**src/rtl/mine_map_gen.sv**
```systemverilog
// mine_map_gen: builds a random 8x8 mine map for the play logic.
// Each entry into the GAME_START screen state clears the map. The block then places exactly
// MINE_NUM mines at distinct cells taken from a free-running 16-bit Galois LFSR. Cell 0 is the
// cursor start position, so it is never mined.
// Ports:
//   clk            system clock
//   rst_n          asynchronous active-low reset
//   screen_state_i screen state code; GAME_START selects the code that triggers generation
//   map_o          64-bit mine map, bit y*8+x, 1 = mine
//   map_valid_o    map complete and stable
//   busy_o         placement in progress
module mine_map_gen #(
   parameter int unsigned MINE_NUM   = 10,
   parameter logic [15:0] SEED       = 16'hACE1,
   parameter logic [2:0]  GAME_START = 3'd1
) (
   input  logic        clk,
   input  logic        rst_n,
   input  logic [2:0]  screen_state_i,
   output logic [63:0] map_o,
   output logic        map_valid_o,
   output logic        busy_o
);

   // An all-zero seed would lock the LFSR up.
   localparam logic [15:0] SeedEff = (SEED == 16'h0000) ? 16'h0001 : SEED;
   localparam logic [6:0]  MineNum = 7'(MINE_NUM);
   localparam logic [15:0] Taps    = 16'hB400;

   typedef enum logic [1:0] {StIdle, StPlace, StDone} state_e;

   state_e      state_q, state_d;
   logic [15:0] lfsr_q, lfsr_d;
   logic        start_seen_q;
   logic [6:0]  cnt_q, cnt_d;
   logic [63:0] map_q, map_d;
   logic        valid_q, valid_d;
   logic        busy_q, busy_d;
   logic        is_start;
   logic        trigger;
   logic [5:0]  idx;

   assign is_start = (screen_state_i == GAME_START);
   // Rising edge of "in GAME_START"; also fires if GAME_START is held through reset release.
   assign trigger  = is_start && !start_seen_q;
   assign idx      = lfsr_q[5:0];
   assign lfsr_d   = (lfsr_q >> 1) ^ (lfsr_q[0] ? Taps : 16'h0000);

   always_comb begin
      state_d = state_q;
      cnt_d   = cnt_q;
      map_d   = map_q;
      valid_d = valid_q;
      busy_d  = busy_q;
      if (trigger) begin
         // Restart from any state, including mid-placement.
         state_d = StPlace;
         cnt_d   = 7'd0;
         map_d   = 64'd0;
         valid_d = 1'b0;
         busy_d  = 1'b1;
      end else begin
         unique case (state_q)
            StPlace: begin
               // Occupied cells and cell 0 are skipped; the LFSR moves on regardless.
               if (idx != 6'd0 && !map_q[idx]) begin
                  map_d[idx] = 1'b1;
                  cnt_d      = cnt_q + 7'd1;
                  if (cnt_d == MineNum) begin
                     state_d = StDone;
                     valid_d = 1'b1;
                     busy_d  = 1'b0;
                  end
               end
            end
            StIdle, StDone: ;
            default: state_d = StIdle;
         endcase
      end
   end

   always_ff @(posedge clk or negedge rst_n) begin
      if (!rst_n) begin
         state_q      <= StIdle;
         lfsr_q       <= SeedEff;
         start_seen_q <= 1'b0;
         cnt_q        <= 7'd0;
         map_q        <= 64'd0;
         valid_q      <= 1'b0;
         busy_q       <= 1'b0;
      end else begin
         state_q      <= state_d;
         lfsr_q       <= lfsr_d;
         start_seen_q <= is_start;
         cnt_q        <= cnt_d;
         map_q        <= map_d;
         valid_q      <= valid_d;
         busy_q       <= busy_d;
      end
   end

   assign map_o       = map_q;
   assign map_valid_o = valid_q;
   assign busy_o      = busy_q;

endmodule

```
**config.mk**
```make
export PLATFORM = sky130hd
export DESIGN_NAME = mine_map_gen
export DESIGN_NICKNAME = d
export VERILOG_FILES = /design/src/rtl/mine_map_gen.sv
export SDC_FILE = /design/constraint.sdc
export NUM_CORES = 1
export LEC_CHECK = 0
export BUFFER_PORTS_ARGS = -buffer_cell sky130_fd_sc_hd__buf_2
export CAP_MARGIN = 40
export CORE_UTILIZATION = 56
export CTS_CLUSTER_DIAMETER = 100
export DETAILED_ROUTE_END_ITERATION = 6
export HOLD_SLACK_MARGIN = 0.06
export MAX_ROUTING_LAYER = met4
export PLACE_DENSITY = 0.79
export SLEW_MARGIN = 15
export SYNTH_ARGS = -nofsm -noshare
export SYNTH_HDL_FRONTEND = slang
export SYNTH_SLANG_ARGS = --single-unit
```
**constraint.sdc**
```tcl
create_clock -name clk -period 3.05 [get_ports clk]
set_input_delay 0.1525 -clock clk [delete_from_list [all_inputs] [get_ports clk]]
set_output_delay 0.1525 -clock clk [all_outputs]
set_load 0.005 [all_outputs]
```
After elaboration in Yosys (flattened, before gate mapping)
Index checks and enable logic that the tools add are counted.

operators by class
  add/subtract/negate cells = 1
  reductions and logical operators = 14
  muxes and demuxes = 23
  bitwise operators = 2
  $lt $le $gt $ge = 2
  eq/ne operators = 7

operators with widths
  kind                                                                          count
  64-bit two-way mux                                                            3
  64-bit bitwise OR                                                             1
  7-bit two-way mux                                                             3
  16-bit two-way mux                                                            1
  15-bit by 16-bit bitwise XOR with 16-bit output                               1
  1-bit two-way mux                                                             10
  7-bit by 1-bit adder with 7-bit output, second input constant                 1
  7-bit by 4-bit == test with 1-bit output, second input constant               1
  6-bit by 7-bit less-than comparator with 1-bit output, second input constant  1
  1-bit binary-select mux with 6-bit select                                     1
  1-bit demux with 6-bit select                                                 1
  6-bit by 1-bit >= comparator with 1-bit output, second input constant         1
  2-bit two-way mux                                                             3
  3-bit != test, second input constant                                          2
  3-bit AND reduction                                                           2
  2-bit nonzero test                                                            3
  6-bit nonzero test                                                            1
  2-bit case mux with 2 select lines                                            1
  3-bit by 1-bit == test with 1-bit output, second input constant               1
  1-bit logical AND                                                             3
  2-bit by 1-bit == test with 1-bit output, second input constant               1
  2-bit == test, second input constant                                          1
  1-bit zero test                                                               2
  2-bit zero test                                                               1
  3 further kinds                                                               3

word-level totals
  word-level logic and storage cells = 56
  bits in registers = 92
  output and inout port bits = 66
  input bits = 5

Longest topological paths before layout
Gate-level depths: netlist of run 1.

  depth in word-level cells = 8
  depth in mapped cells = 9

Worst setup path after synthesis of run 1
OpenSTA, ideal clock, no wires.

  path type = register to register
  from = register lfsr_q[0]
  to = register cnt_q[6]
  clock period less this slack = 2.621 ns
  stages on the path, launching flop included = 9
  path slack = 0.429 ns
  data required time = 2.972 ns
  path buffers = 2
  arrival = 2.543 ns
  setup time = 0.078 ns
  cells stage by stage = dfstp_2 > buf_6 > mux2_1 > mux4_2 > a32oi_2 > o2111ai_2 > buf_6 > or4_1 > a21oi_1

between the ends
  cells in the longest elaborated chain, start to end = 6

RTL lines
  what                                       line  RTL
  start, declared                            33    logic [15:0] lfsr_q, lfsr_d;
  start signal, assigned                     93    lfsr_q <= lfsr_d;
  1-bit binary-select mux with 6-bit select  66    if (idx != 6'd0 && !map_q[idx]) begin
  1-bit two-way mux (not written as such)    66
  1-bit zero test                            66
  1-bit logical AND *                        66
  2-bit nonzero test (no line) *             -
  2-bit AND reduction (no line) *            -
  end signal, assigned                       95    cnt_q <= cnt_d;
  end, declared                              35    logic [6:0] cnt_q, cnt_d;

Every way passes the cells marked *; elsewhere a longest branch is shown, timed or not. The select of a mux whose other input is x is not followed.
A chain may end at the register's enable or synchronous reset.

Worst setup path after layout of run 1
  from = register lfsr_q[0]
  to = register cnt_q[3]

The elaborated chain is that of the path after synthesis.

==> reports/metrics.csv, run 1 <==
metric,value,unit
outcome,"complete, no violations",
total of max-cap violations,0,
Die W,88.8,um
maximum root-to-sink buffer count,2,
pin count of the biggest net entering global routing,50,
clock power share,0.390,
io pins,71,
post-synth top area share,0.498,
Post-synth top flop,dfrtp_1,
Crit. Startpoint,lfsr_q[0]$_DFF_PN1_,
Critical R2R Launch,lfsr_q[0]$_DFF_PN1_,
cts bufs inserted,9,
Core ar.,7250,um2
worst-margin pin slew,843,ps
Sw Ratio,0.259,
"commonest non-fill, non-tap cell in the layout",dfrtp_1,
NetSw,550,uW
diodes inserted,0,
Worst Path Required,3330,ps
Reg2Reg Depth,6,
estimated wirelength of the detail-placed design,7.29,mm
CP arrival,3150,ps
"wirelength, routed",10.7,mm
Worst R2R Setup Slack,180,ps
unrepaired setup endpoints after global routing,no,
"FF+latch count, synth",92,
share of layout cells above drive strength 1,0.269,
startpoint types,flop,
Slew Limit Fails,0,
Sequential Power Share,0.581,
drt wl/cell,18.5,um
maximum VDD drop,320,uV
fmax,349,MHz
max incr delay on CP,700,ps
Syn Area/Cell,10.5,um2
syn nets,410,
"commonest non-fill, non-tap cells in the layout","dfrtp_1, buf_2, nor2_1, a21oi_1, mux2i_1",
Period minus WS final,2870,ps
first-pass GRT wire length,16.2,mm
clock tree root buffer cell,clkbuf_8,
"Slowest-stage cell, CP",dfstp_2,
drt pass-1 iters,4,
site row count,31,
"Hold Vio Cnt, Final",0,
Synth area leader,dfrtp_1,
P&R area growth vs syn,17.8,%
total gr overflow,0,
Iteration-0 DRC Markers,340,
Reg-to-Reg End,cnt_q[3]$_DFFE_PN0P_,
CTS tree,yes,
Finished Cell Area,4970,um2
CP Capture Type,flop,
global placement routability congestion,0.961,
clk_lat worst skew,370,ps
# fillers,585,
# DRC,0,
antenna violations before repair,0,
sequential share of the synthesized area,0.548,
number of port buffers,70,
vias,3382,
worst-path cell chain,"mux2_2, mux4_2, a32oi_2, o2111ai_4, or4_1, a21oi_1",
Pint,1570,uW
main area contributors after synthesis,"dfrtp_1, a21oi_1, nor2_1",
final net count,482,
die height,88.8,um
Max transition margin,0.436,
Worst Skew,20.8,ps
Starting Density,0.582,
yosys warns,0,
# Post-CTS Setup Buffers,0,
vias per inst,5.84,
Post-DRT Antenna Nets,0,
setup tns final,0,ps
post-synthesis cell area,4220,um2
CP Class,reg -> reg,
final setup vio count,0,
clock sink count,92,
Syn Inst Count,403,
count of cell types in the netlist,53,
"Reg clk slew, reported paths",110,ps
Post-synth EDFFs,0,
CTS H-tree depth,3,
die area,7890,um2
PD cells,426,nW/um2
Overall Global Routing Usage,0.289,
Critical path destination,cnt_q[3]$_DFFE_PN0P_,
Post-Place Cell Area,4720,um2
worst-path maximum fanout,14,
Tcrit/Tclk final,0.941,
Comb power frac,0.029,
asr flop ratio synth,1.00,
hold crit path type,in -> async,
cell leakage power,0.00247,uW
vias in the first global route,3178,
==> worst min-delay path by stage <==
stage	start	end	slack, ps	cells after the start
after floorplan	rst_n	busy_o$_DFFE_PN0P_	-140	0
after global placement	screen_state_i[1]	start_seen_q$_DFF_PN0_	330	2
after detailed placement	rst_n	map_o[18]$_DFFE_PN0P_	180	1
after CTS	screen_state_i[2]	map_o[31]$_DFFE_PN0P_	330	4
after global routing	screen_state_i[2]	map_o[12]$_DFFE_PN0P_	360	4
final	rst_n	map_o[45]$_DFFE_PN0P_	340	2
==> state kept, by name, indices dropped and copies added, names as in the netlist <==
signal        count
map_o            64
start_seen_q      1
map_valid_o       1
lfsr_q           16
cnt_q             7
busy_o            1
state_q           2
==> metal layers <==
layer / track usage / part of all wire / vias to the layer above / wire [um]
met5: - / 0 / - / 0
met4: 0.0704 / 0.013 / 0 / 136
met3: 0.0672 / 0.052 / 14 / 561
met2: 0.450 / 0.49 / 127 / 5200
met1: 0.387 / 0.45 / 1671 / 4790
li1: - / - / 1570 / -
==> worst max-delay path: cells and delay by family (launching register included) <==
kind / cells / cell delay (ps)
multiplexers: 2 / 870
flip-flops: 1 / 700
AO/OA/AOI/OAI: 3 / 680
AND/OR/NAND/NOR: 1 / 540
==> timing repair <==
action | 4_1_cts | 5_1_grt
endpoints found under the hold margin | 37 | 0
setup endpoints to repair | 0 | 6
resized for setup | 0 | 2
hold buffers | 3 | 0
==> cell usage after synthesis (3+ instances only) <==
| library cell | instances |
|---|---|
| buf_1 | 4 |
| and2_1 | 4 |
| o21a_1 | 9 |
| nor3_1 | 9 |
| a21oi_1 | 63 |
| nand2_1 | 14 |
| nor2_1 | 68 |
| and3_1 | 6 |
| buf_6 | 3 |
| nor4_1 | 3 |
| nor3b_1 | 4 |
| a22oi_1 | 4 |
| nand2b_1 | 5 |
| xor2_1 | 3 |
| nor2b_1 | 5 |
| mux2i_1 | 17 |
| dfstp_2 | 8 |
| o31ai_1 | 5 |
| clkbuf_1 | 15 |
| mux4_2 | 5 |
| inv_1 | 4 |
| dfrtp_1 | 84 |
| or4_1 | 7 |
| buf_2 | 4 |
| nand3_1 | 7 |
| mux2_2 | 6 |
==> final cells by class <==
cell class | instances | area [um2] | share of cell area
Sequential cell | 92 | 2310 | 0.465
Multi-Input combinational cell | 278 | 1770 | 0.357
Timing Repair Buffer | 90 | 543 | 0.109
Clock buffer | 9 | 124 | 0.0249
Tap cell | 99 | 124 | 0.0249
Clock inverter | 7 | 80.1 | 0.0161
Inverter | 4 | 15.0 | 0.00302
==> power groups by stage <==
stage / clock network (uW) / registers, uW / logic [uW]
final: 827 / 1230 / 62.1
after detailed placement: 0 / 1250 / 61.3
after global routing: 880 / 1230 / 71.0
after CTS: 833 / 1230 / 64.4
after floorplan: 0 / 1250 / 18.4
after global placement: 0 / 1250 / 55.0
==> per-stage QoR <==
step	setup WS [ps]	hold WS, ps	instances	total power [uW]	util
4_1_cts	88.2	330	579	2130	0.683
5_1_grt	51.9	356	579	2180	0.685
6_report	181	338	579	2120	0.685
3_3_place_gp	216	334	559	1310	0.647
3_5_place_dp	131	182	560	1320	0.651
2_1_floorplan	429	-143	403	1270	-
==> cell families (layout without fill, tap and decap cells) <==
| family | Yosys count | in the layout | synth area share |
|---|---|---|---|
| simple gates | 144 | 144 | 0.168 |
| xor+xnor | 3 | 3 | 0.00623 |
| flops | 92 | 92 | 0.548 |
| fa+ha+maj | 2 | 2 | 0.00593 |
| compound gates | 99 | 99 | 0.145 |
| mux | 30 | 30 | 0.0884 |
| buf+inv | 33 | 110 | 0.0380 |
(Power assumes the default switching activity.)
==> run 2, diff against run 1 <==
--- a/config.mk
+++ b/config.mk
@@ -5,9 +5,10 @@
 export SDC_FILE = /design/constraint.sdc
 export NUM_CORES = 1
 export LEC_CHECK = 0
+export ABC_AREA = 1
 export BUFFER_PORTS_ARGS = -buffer_cell sky130_fd_sc_hd__buf_2
 export CAP_MARGIN = 40
-export CORE_UTILIZATION = 56
+export CORE_UTILIZATION = 57
 export CTS_CLUSTER_DIAMETER = 100
 export DETAILED_ROUTE_END_ITERATION = 6
 export HOLD_SLACK_MARGIN = 0.06
==> run 2 against run 1 <==
Against the previous run: the flow now finishes with violations (DRC); final area increased by 17%; hold slack got worse by 58 ps; via count increased by 34%; combinational power increased by 31%; synthesized cell count increased by 58%; critical endpoint is now map_valid_o$_DFFE_PN0P_; clock-buffer cell count unchanged; critical path type unchanged; final cell count increased by 40%; clock skew decreased by 8.2 ps.
==> reports/metrics.csv, run 2 <==
metric,value,unit,change
post-synthesis cell area,5270,um2,+25%
Tcrit/Tclk final,0.869,,-0.0712
uppermost layer routed,met4,,
maximum root-to-sink buffer count,2,,unchanged
unrepaired setup endpoints after global routing,no,,
CTS tree,yes,,
met3 routed WL,841,um,+50%
failing checks,DRC,,
PD cells,385,nW/um2,-9.8%
Comb power frac,0.036,,+0.007
total gr overflow,0,,unchanged
startpoint types,flop,,
"commonest non-fill, non-tap cells in the layout","nand2_1, dfrtp_1, nor2_1, buf_2, nand3_2",,
hold crit path type,in -> async,,
Post-DRT Antenna Nets,0,,unchanged
pin count of the biggest net entering global routing,72,,+44%
die height,98.1,um,+11%
CP Capture Type,flop,,
vias in the first global route,4313,,+36%
most frequent cell after synthesis,nand2_1,,
CP Class,reg -> reg,,
cts bufs inserted,9,,unchanged
final setup vio count,0,,unchanged
P&R area growth vs syn,10.1,%,
Met1 Wirelength,5.75,mm,+20%
clock tree root buffer cell,clkbuf_8,,
# fillers,743,,+27%
site row count,34,,+9.7%
post-synth top area share,0.399,,-0.0992
CTS resizes,0,,unchanged
fmax,377,MHz,+8.2%
"FF+latch count, synth",92,,unchanged
estimated wirelength of the detail-placed design,8.69,mm,+19%
"wirelength, routed",12.9,mm,+20%
Worst Skew,12.6,ps,-8.17 ps
antenna violations before repair,0,,unchanged
main area contributors after synthesis,"dfrtp_1, nand2_1, nand3_2",,
Syn Inst Count,638,,+58%
vias,4516,,+34%
Critical R2R Launch,lfsr_q[0]$_DFF_PN1_,,
count of cell types in the netlist,30,,-43%
total of max-cap violations,0,,unchanged
drt wl/cell,15.8,um,-14%
number of port buffers,70,,unchanged
Sequential Power Share,0.549,,-0.032
"Hold Vio Cnt, Final",0,,unchanged
Buf/Inv on CP,2,,+2
worst-path cell chain,"buf_4, nand2_1, o211ai_1, nand2_1, o21ai_1, nand2_2, nor2_4, nand2_4, inv_8, nand3_1, nand2_1",,
Post-synth top flop,dfrtp_1,,
CP top delay family,flip-flops,,
maximum VDD drop,344,uV,+7.3%
Commonest cells post-synth,"nand2_1, dfrtp_1, nor2_1",,
# DRC,6,,+6
diodes inserted,0,,unchanged
Levels on crit path,11,,+5
Reg-to-Reg End,map_valid_o$_DFFE_PN0P_,,
Synth area leader,dfrtp_1,,
max reg flops,64,,unchanged
Max transition margin,0.614,,+0.178
clock power share,0.414,,+0.024
worst-margin pin slew,579,ps,-264 ps
Slew Limit Fails,0,,unchanged
Worst Path Required,3340,ps,about the same
Sw Ratio,0.234,,-0.0258
CP arrival,2950,ps,-200 ps
clk_lat worst skew,360,ps,about the same
Adder-Cell Fraction of Synth Area,0.00475,,-0.00118
first-pass GRT wire length,21.5,mm,+33%
io pins,71,,unchanged
CP dominant cell by count,nand2_1,,
Iteration-0 DRC Markers,350,,+2.9%
sequential share of the synthesized area,0.439,,-0.109
Period minus WS final,2650,ps,-217 ps
Worst R2R Setup Slack,400,ps,+220 ps
final net count,707,,+47%
max incr delay on CP,810,ps,+110 ps
clock sink count,92,,unchanged
Starting Density,0.595,,+0.0136
syn nets,645,,+57%
vias per inst,5.55,,-4.9%
Final Power,2230,uW,+5.2%
Core ar.,8850,um2,+22%
setup tns final,0,ps,unchanged
Synth Area in Compound Gates,0.0371,,-0.108
main combinational cell family by area after synthesis,simple AND/OR/NAND/NOR gates,,
mux contribution to synthesized area,0,,-0.0884
outcome,finished with violations,,
xor-xnor portion of the synthesized cell area,0.00998,,+0.00375
Synth Area in Simple Gates,0.411,,+0.243
"commonest non-fill, non-tap cell in the layout",nand2_1,,
Pint,1710,uW,+8.9%
Syn Area/Cell,8.26,um2,-21%
drt pass-1 iters,7,,+3
Die W,98.1,um,+11%
met2 routed WL,5.77,mm,+11%
Final Core Density,0.656,,-0.0298
"Reg clk slew, reported paths",100,ps,about the same
share of layout cells above drive strength 1,0.285,,+0.0164
yosys warns,0,,unchanged
die area,9630,um2,+22%
global placement routability congestion,0.922,,-4.1%
NetSw,521,uW,-5.3%
"Slowest-stage cell, CP",dfstp_2,,
Post-synth EDFFs,0,,unchanged
Reg2Reg Depth,11,,+5
Overall Global Routing Usage,0.290,,+0.000745
CTS H-tree depth,3,,unchanged
asr flop ratio synth,1.00,,unchanged
worst-path maximum fanout,71,,+57
cell leakage power,0.00304,uW,+23%
run 2: logic make-up after synthesis:
| logic type | Yosys count |
|---|---|
| compound gates | 31 |
| xor+xnor | 6 |
| fa+ha+maj | 2 |
| buf+inv | 82 |
| flops | 92 |
| simple gates | 425 |
run 2: cell type report:
type | instances | area, um2 | area share
Multi-Input combinational cell | 464 | 2450 | 0.423
Sequential cell | 92 | 2310 | 0.399
Timing Repair Buffer | 81 | 468 | 0.0807
Inverter | 52 | 210 | 0.0362
Tap cell | 108 | 135 | 0.0233
Clock buffer | 9 | 124 | 0.0214
Clock inverter | 7 | 96.3 | 0.0166
run 2: through the flow:
| stage | setup slack [ps] | instances | hold WS, ps | instance area, um2 |
|---|---|---|---|---|
| floorplan | 1200 | 638 | -143 | 5270 |
| global placement | 515 | 793 | 138 | 5530 |
| detailed placement | 428 | 794 | 142 | 5550 |
| CTS | 412 | 813 | 299 | 5800 |
| global route | 142 | 813 | 316 | 5800 |
| finish | 398 | 813 | 280 | 5800 |
run 2: worst register-to-register path: stages, from the launching register on:
cell and delay (ps):
dfstp_2 810, buf_4 370, nand2_1 100, o211ai_1 100, nand2_1 70, o21ai_1 140, nand2_2 80, nor2_4 110
nand2_4 90, inv_8 440, nand3_1 190, nand2_1 110
run 2: what timing repair did:
item / in CTS / in global routing
endpoints found under the hold margin: 35 / 0
buffers inserted: 0 / 0
hold buffers: 3 / 0
run 2: power by group through the flow:
stage / Sequential [uW] / Clock, uW / Combinational, uW
floorplan: 1250 / 0 / 34.9
detailed placement: 1250 / 0 / 79.6
CTS: 1230 / 934 / 82.6
global route: 1230 / 989 / 90.5
finish: 1220 / 924 / 81.2
global placement: 1250 / 0 / 75.9
run 2: how the worst max path moves through the flow:
stage / endpoint / slack [ps] / startpoint
floorplan: map_o[41]$_DFFE_PN0P_ / 1200 / lfsr_q[0]$_DFF_PN1_
global placement: map_valid_o$_DFFE_PN0P_ / 520 / lfsr_q[0]$_DFF_PN1_
detailed placement: map_valid_o$_DFFE_PN0P_ / 430 / lfsr_q[0]$_DFF_PN1_
CTS: map_valid_o$_DFFE_PN0P_ / 410 / lfsr_q[0]$_DFF_PN1_
global route: map_valid_o$_DFFE_PN0P_ / 140 / lfsr_q[0]$_DFF_PN1_
finish: map_valid_o$_DFFE_PN0P_ / 400 / lfsr_q[0]$_DFF_PN1_
run 2: per-layer routing:
metal	up-vias	GRT usage
met5	-	-
met4	0	0.126
met3	44	0.0480
met2	204	0.426
met1	2132	0.398
li1	2136	-
==> run 3, diff against run 2 <==
--- a/config.mk
+++ b/config.mk
@@ -14,6 +14,7 @@
 export HOLD_SLACK_MARGIN = 0.06
 export MAX_ROUTING_LAYER = met4
 export PLACE_DENSITY = 0.79
+export RECOVER_POWER = 100
 export SLEW_MARGIN = 15
 export SYNTH_ARGS = -nofsm -noshare
 export SYNTH_HDL_FRONTEND = slang
==> run 3 against run 2 <==
Against the previous run: the flow finishes with violations (DRC, capacitance limit, slew limit); clock power increased by 1%; combinational power decreased by 8.6%; final area decreased by 5.5%; sequential share of layout area increased by 2.3 points; critical path depth unchanged; wire length increased by 1.7%; sequential power about the same; via count increased by 0.47%; register-to-register slack about the same; critical path type unchanged.
==> reports/metrics.csv, run 3 (synthesis gave the netlist of run 2 again) <==
metric,value,unit,change
Post-DRT Antenna Nets,0,,unchanged
Cells after DPL,794,,unchanged
"commonest non-fill, non-tap cells in the layout","nand2_1, nand3_1, dfrtp_1, nor2_1, buf_2",,
max reg flops,64,,unchanged
CTS H-tree depth,3,,unchanged
drt wl/cell,16.1,um,+1.7%
hold buffers post-CTS,3,,unchanged
worst-path maximum fanout,71,,unchanged
CP Capture Type,flop,,
clock sink count,92,,unchanged
# DRC,6,,unchanged
Overall Global Routing Usage,0.290,,unchanged
unrepaired setup endpoints after global routing,no,,
maximum root-to-sink buffer count,2,,unchanged
Slew Limit Fails,37,,+37
total of max-cap violations,1,,+1
Critical path destination,map_valid_o$_DFFE_PN0P_,,
CP arrival,2960,ps,about the same
cts bufs inserted,9,,unchanged
Final Core Density,0.619,,-0.0363
antenna violations before repair,0,,unchanged
Iteration-0 DRC Markers,307,,-12%
maximum VDD drop,346,uV,+0.79%
io pins,71,,unchanged
Finished Layout Cells,813,,unchanged
vias,4537,,+0.47%
total gr overflow,0,,unchanged
number of port buffers,70,,unchanged
"commonest non-fill, non-tap cell in the layout",nand2_1,,
Core ar.,8850,um2,unchanged
CP Class,reg -> reg,,
CTS tree,yes,,
Die W,98.1,um,unchanged
failing checks,"DRC, capacitance limit, slew limit",,
Worst R2R Setup Slack,390,ps,about the same
vias in the first global route,4313,,unchanged
Starting Density,0.595,,unchanged
startpoint types,flop,,
estimated wirelength of the detail-placed design,8.69,mm,unchanged
# fillers,808,,+8.7%
setup tns final,0,ps,unchanged
clock tree root buffer cell,clkbuf_8,,
Max transition margin,-0.326,,-0.940
# Post-CTS Setup Buffers,0,,unchanged
CTS resizes,0,,unchanged
site row count,34,,unchanged
hold_sp,lfsr_q[9]$_DFF_PN0_,,
Crit. Startpoint,lfsr_q[0]$_DFF_PN1_,,
cell leakage power,0.00294,uW,-3.1%
P&R area growth vs syn,4.01,%,
worst-path cell chain,"buf_4, nand2_1, o211ai_1, nand2_1, o21ai_1, nand2_2, nor2_4, nand2_1, inv_8, nand3_1, nand2_1",,
final setup vio count,0,,unchanged
fmax,376,MHz,-0.22%
pin count of the biggest net entering global routing,72,,unchanged
max incr delay on CP,810,ps,about the same
worst-margin pin slew,1990,ps,+1410 ps
"wirelength, routed",13.1,mm,+1.7%
"Reg clk slew, reported paths",100,ps,about the same
share of layout cells above drive strength 1,0.173,,-0.112
CP dominant cell by count,nand2_1,,
Reg-to-Reg End,map_valid_o$_DFFE_PN0P_,,
first-pass GRT wire length,21.5,mm,unchanged
final net count,707,,unchanged
drt pass-1 iters,7,,unchanged
Period minus WS final,2660,ps,+5.77 ps
diodes inserted,0,,unchanged
vias per inst,5.58,,+0.47%
hold crit path type,reg -> reg,,
Worst Skew,12.2,ps,-0.445 ps
outcome,finished with violations,,
clk_lat worst skew,360,ps,about the same
Final Power,2230,uW,about the same
WHS,356,ps,+76.4 ps
"Hold Vio Cnt, Final",0,,unchanged
global placement routability congestion,0.922,,unchanged
Worst Path Required,3350,ps,about the same
die height,98.1,um,unchanged
Tcrit/Tclk final,0.871,,+0.00189
die area,9630,um2,unchanged
Critical R2R Launch,lfsr_q[0]$_DFF_PN1_,,
Reg2Reg Depth,11,,unchanged
PD cells,407,nW/um2,+6.0%
"Slowest-stage cell, CP",dfstp_2,,
-- run 3: through the flow --
step	area (um2)	worst slack [ps]
final	5480	392
after CTS	5800	412
after global routing	5480	73.1
after global placement	5530	515
after detailed placement	5550	428
after floorplan	5270	1200
-- run 3: how the worst min path moves through the flow --
| stage | end | slack, ps | cells past startpoint |
|---|---|---|---|
| after global routing | lfsr_q[11]$_DFF_PN1_ | 370 | 0 |
| after detailed placement | map_o[21]$_DFFE_PN0P_ | 140 | 1 |
| final | lfsr_q[8]$_DFF_PN0_ | 360 | 0 |
| after global placement | map_o[17]$_DFFE_PN0P_ | 140 | 1 |
| after CTS | map_o[21]$_DFFE_PN0P_ | 300 | 2 |
| after floorplan | busy_o$_DFFE_PN0P_ | -140 | 0 |
-- run 3: area by class of cell --
type | instances | area, um2 | area share
well taps | 108 | 135 | 0.0247
multi-input cells | 464 | 2170 | 0.396
repair buffers | 81 | 434 | 0.0792
clock buffers | 9 | 124 | 0.0226
clock inverters | 7 | 96.3 | 0.0176
flip-flops and latches | 92 | 2310 | 0.422
inverters | 52 | 210 | 0.0384
-- run 3: power by group --
group,total [uW],switching [uW],internal (uW)
Sequential,1230,2.01,1220
Clock,933,465,468
Combinational,74.2,57.8,16.3
Total,2230,525,1710
-- run 3: routing by layer --
metal,vias up,GRT usage,wire length (um)
met5,-,-,0
met4,0,0.126,480
met3,46,0.0480,925
met2,213,0.426,5830
met1,2147,0.398,5830
li1,2131,-,-
-- run 3: worst max-delay path: cells and delay by family (launching register included) --
family                 cells  cell delay [ps]
DFF                        1              810
and+or+nand+nor            7              740
buffers and inverters      2              730
AOI/OAI and AO/OA          2              240
